===== src/rtl/xbar_switch_alloc.sv =====
// Per-output round-robin switch allocator with wormhole locking for a PORTS x PORTS crossbar.
// Latency: one arbitration cycle (request at t, lock and first possible grant at t+1); grants are combinational.
// Backpressure: a locked output holds its owner with no grant while ready_i[o]=0 or req_i[owner]=0.
module xbar_switch_alloc #(
  parameter  int PORTS = 4,
  localparam int IDX_W = (PORTS > 1) ? $clog2(PORTS) : 1
) (
  input  logic             clk,
  input  logic             rst,
  input  logic [PORTS-1:0] req_i,
  input  logic [IDX_W-1:0] dest_i      [PORTS],
  input  logic [PORTS-1:0] last_i,
  input  logic [PORTS-1:0] ready_i,
  output logic [IDX_W-1:0] sel_o       [PORTS],
  output logic [PORTS-1:0] sel_valid_o,
  output logic [PORTS-1:0] grant_o
);

  typedef enum logic {IDLE = 1'b0, BUSY = 1'b1} state_e;

  state_e           state_q [PORTS];
  state_e           state_d [PORTS];
  logic [IDX_W-1:0] owner_q [PORTS];
  logic [IDX_W-1:0] owner_d [PORTS];
  logic [IDX_W-1:0] ptr_q   [PORTS];
  logic [IDX_W-1:0] ptr_d   [PORTS];

  logic [PORTS-1:0] owned;
  logic [PORTS-1:0] xfer;
  logic             owner_clash;

  // Inputs currently locked by any output; these are hidden from every idle arbiter.
  always_comb begin
    owned = '0;
    for (int o = 0; o < PORTS; o++) begin
      if (state_q[o] == BUSY) owned[owner_q[o]] = 1'b1;
    end
  end

  // Flit transfer per output and the matching per-input pop strobe.
  always_comb begin
    xfer    = '0;
    grant_o = '0;
    for (int o = 0; o < PORTS; o++) begin
      if (!rst && state_q[o] == BUSY && req_i[owner_q[o]] && ready_i[o]) begin
        xfer[o]             = 1'b1;
        grant_o[owner_q[o]] = 1'b1;
      end
    end
  end

  // Crossbar select lines straight from the locked state; forced quiet during reset.
  always_comb begin
    for (int o = 0; o < PORTS; o++) begin
      sel_valid_o[o] = !rst && (state_q[o] == BUSY);
      sel_o[o]       = (!rst && state_q[o] == BUSY) ? owner_q[o] : '0;
    end
  end

  // Next state: busy outputs release on a tail transfer, idle outputs scan from their rr pointer.
  always_comb begin
    logic             found;
    logic [IDX_W-1:0] idx;
    int               idx_i;
    int               win_i;
    found = 1'b0;
    idx   = '0;
    idx_i = 0;
    win_i = 0;
    for (int o = 0; o < PORTS; o++) begin
      state_d[o] = state_q[o];
      owner_d[o] = owner_q[o];
      ptr_d[o]   = ptr_q[o];
      found      = 1'b0;
      win_i      = 0;
      if (state_q[o] == BUSY) begin
        if (xfer[o] && last_i[owner_q[o]]) state_d[o] = IDLE;
      end else begin
        for (int k = 0; k < PORTS; k++) begin
          // Explicit wrap so non-power-of-two PORTS never relies on overflow.
          idx_i = int'(ptr_q[o]) + k;
          if (idx_i >= PORTS) idx_i = idx_i - PORTS;
          idx = IDX_W'(idx_i);
          if (!found && req_i[idx] && dest_i[idx] == IDX_W'(o) && !owned[idx]) begin
            found = 1'b1;
            win_i = idx_i;
          end
        end
        if (found) begin
          state_d[o] = BUSY;
          owner_d[o] = IDX_W'(win_i);
          ptr_d[o]   = (win_i == PORTS - 1) ? '0 : IDX_W'(win_i + 1);
        end
      end
    end
  end

  // Per-output state registers; reset drops every lock at once.
  always_ff @(posedge clk) begin
    for (int o = 0; o < PORTS; o++) begin
      if (rst) begin
        state_q[o] <= IDLE;
        owner_q[o] <= '0;
        ptr_q[o]   <= '0;
      end else begin
        state_q[o] <= state_d[o];
        owner_q[o] <= owner_d[o];
        ptr_q[o]   <= ptr_d[o];
      end
    end
  end

  // Two busy outputs sharing an owner would mean one input feeds two outputs.
  always_comb begin
    owner_clash = 1'b0;
    for (int a = 0; a < PORTS; a++) begin
      for (int b = a + 1; b < PORTS; b++) begin
        if (state_q[a] == BUSY && state_q[b] == BUSY && owner_q[a] == owner_q[b]) owner_clash = 1'b1;
      end
    end
  end

  // Input exclusivity check on every active cycle.
  always_ff @(posedge clk) begin
    if (!rst) assert (!owner_clash);
  end

endmodule


===== config.mk =====
export PLATFORM = sky130hd
export DESIGN_NAME = xbar_switch_alloc
export DESIGN_NICKNAME = d
export VERILOG_FILES = /design/src/rtl/xbar_switch_alloc.sv
export SDC_FILE = /design/constraint.sdc
export NUM_CORES = 1
export LEC_CHECK = 0
export CAP_MARGIN = 5
export CORE_ASPECT_RATIO = 1.5
export CORE_UTILIZATION = 45
export CTS_CLUSTER_SIZE = 12
export DETAILED_ROUTE_END_ITERATION = 16
export PLACE_DENSITY = 0.69
export SYNTH_ARGS = -nofsm -noshare
export SYNTH_HDL_FRONTEND = slang
export SYNTH_SLANG_ARGS = --single-unit
export TNS_END_PERCENT = 30

===== constraint.sdc =====
create_clock -name clk -period 3.5 [get_ports clk]
set_input_delay 0.525 -clock clk [delete_from_list [all_inputs] [get_ports clk]]
set_output_delay 0.525 -clock clk [all_outputs]
set_load 0.05 [all_outputs]

==> impl_metrics.toml <==
[status]
status = "completed"

[clocking]
clock_latency_ns = 0.27
hold_buffers = 0
clock_sinks = 20
postCtsSetupBuffers = 0
numCtsBuffers = 3
cts_resized = 0
ctsRootBufferMaster = "clkbuf_8"
clk_path_buf_depth = 2
cts-htree-levels = 1
cts_tree = "built"
clk_pin_slew_ns = 0.07

[grt]
grt.busiest_layer = "met2"
grt_max_degree = 13
globalRouteTotalUtil_pct = 25.6
overflow = 0
grt_pass1_vias = 2292
grt_util_met1_pct = 32.4
met3_usage_pct = 1.97
antenna_found_initial = 0
grt_pass1_wl_mm = 11.0
grt_util_met2_pct = 43.5

[critical_path]
critPathLaunch = "req_i[0]"
r2r_start = "owner_q[2][1]"
arrival_ns = 3.36
r2r_cells = 10
startpoint_type = "primary input"
cp_data_required_time_ns = 3.67
cp-end-kind = "register"
critical_path_class = "primary input to register"
crit_path_max_fanout = 5

[power_and_ir_drop]
clkPwrFrac_pct = 15.7
pwr-share-comb_pct = 54.0
cellPowerDensity_mw_per_mm2 = 402
seqPwrFrac_pct = 30.3
vdd_ir_drop_max_mv = 0.273
p_int_uw = 662
swShare_pct = 44.0
p_leak_nw = 1.13
power.switching_uw = 521

[logic_synthesis]
ys_seq_elements = 20
synth_fp_nets = 334
yosysMostFrequentCell = "nor2_1"
synthTopCellsByCount = "nor2_1, dfxtp_1, nand2_1, inv_1, a21oi_1"
synth_cells = 300
postSynth.asyncResetShare_pct = 0
synthDistinctLibCells = 67
synth_area_leaders = "dfxtp_1, mux4_2, ha_1"
ys.flop_type = "dfxtp_1"
yosys_warnings = 0
yosysTopAreaCell = "dfxtp_1"
synth.top_cell.area_share_pct = 16.6
syn_area_per_cell_um2 = 8.05
seq_area_frac_synth_pct = 16.6
synth_edf_count = 0
synthesis.area_mm2 = 0.00241

[drt]
drtPass1Iterations = 4
vias = 2430
drt_wl_total_mm = 6.68
drtAntennaViolNets = 0
drtIter0Drc = 128
routedWlPerCell_um = 16.5
drc = 0
via_per_inst = 5.99

[finish]
fin_nets = 373
layout-drive-gt1-share_pct = 18.3
syn2layout_area_growth_pct = 21.9
diodes = 0

[sta]
whs_ns = 0.523
worst_pin_slew_ns = 0.577
fin_crit_ns = 3.19
min_period_over_period_pct = 91.1
drv_slew = 0
final_hold_viol_count = 0
tns_ns = 0
rsz0062_at_grt = "false"
setup_viol = 0
slew_headroom_pct = 60.4
fin_worst_skew_ns = 0.00900
fmax_ghz = 0.314

[worst_hold_path]
hold_class = "register to register"
holdPathStages = 2
min_from = "owner_q[1][1]"

[floorplanning]
dieWidth_um = 61.8
core-area_mm2 = 0.00516
ioPinCount = 38
initial_utilization_pct = 46.7
die-area_mm2 = 0.00567
dieHeight_um = 91.7
row_count = 32

[place]
portBuffers = 37
gp_congestion = 0.874
dp_hpwl_mm = 5.29

[flow_run]
drv_cap = 0
## placed cells by master, fill, tap and decap left out, drive strengths merged, types with 3 or more instances in the layout
cell	Yosys	layout
inv	19	19
and3	6	6
and2	10	10
o2111ai	3	3
nand3b	3	3
mux2	5	5
nand3	13	13
or3b	4	4
clkdlybuf4s50	0	25
a21oi	15	15
nand2b	4	4
or4	7	7
mux4	10	10
o21ai	12	12
nand2	19	19
nor3	8	8
buf	13	26
ha	12	12
o221ai	4	4
nor4	7	7
a21o	3	3
nand4	8	8
nor2	28	28
a211oi	3	3
nor2b	7	7
dfxtp	20	20
mux2i	14	14
clkbuf	4	4
## logic make-up after synthesis
group                      after synthesis  share of synthesized area (%)
AOI/OAI and AO/OA                       66                           19.8
xor gates and xnor gates                 1                          0.363
and+or+nand+nor                        136                           32.4
DFF                                     20                           16.6
buffers and inverters                   36                           6.84
adders and majority gates               12                           6.22
muxes                                   29                           17.8
## worst max-delay path, cell delays in order
cell and delay [ns]:
clkdlybuf4s50_1 0.59, nand4_4 0.11, or4_1 0.52, mux4_2 0.53
o2bb2ai_1 0.17, mux2_2 0.38, ha_1 0.18, inv_1 0.06
a221oi_2 0.03, o32ai_1 0.26
## path summary, 6_finish.rpt
kind	to	slack, ns
min reg2reg	owner_q[1][1]	0.52
max reg2reg	ptr_q[0][0]	0.34
max	ptr_q[0][0]	0.31
min	owner_q[1][1]	0.52
## registers in the layout (all words and copies together), names as in the netlist
name and cells:
owner_q 8, ptr_q 8, state_q 4
## metrics by stage
| stage | utilization, % | setup slack [ns] | total power [mW] | cells | cell area [um^2] |
|---|---|---|---|---|---|
| 3_3_place_gp | 55.9 | 0.101 | 0.991 | 402 | 2890 |
| 5_1_grt | 57.0 | 0.204 | 1.27 | 406 | 2940 |
| 6_report | 57.0 | 0.312 | 1.18 | 406 | 2940 |
| 2_1_floorplan | - | 0.456 | 0.830 | 300 | 2410 |
| 3_5_place_dp | 55.9 | 0.0280 | 1.00 | 402 | 2890 |
| 4_1_cts | 57.0 | 0.318 | 1.19 | 406 | 2940 |
## per-layer routing
layer	part of all wire [%]	up-vias
met5	0	-
met4	1.9	0
li1	-	1215
met1	42	1142
met2	53	64
met3	3.4	9
## power groups by stage
stage | clock network (mW) | registers, mW | logic [mW]
4_1_cts | 0.195 | 0.358 | 0.640
3_5_place_dp | 0 | 0.363 | 0.637
6_report | 0.185 | 0.359 | 0.640
3_3_place_gp | 0 | 0.362 | 0.629
2_1_floorplan | 0 | 0.312 | 0.518
5_1_grt | 0.197 | 0.369 | 0.701
## layout make-up
cell class                      instances  area (um^2)
Timing Repair Buffer                   51          483
Inverter                               19         71.3
Sequential cell                        20          400
Multi-Input combinational cell        244         1850
Clock buffer                            4         55.1
Fill cell                             485         2220
Tap cell                               68         85.1
Power figures use the tool's default switching activity.
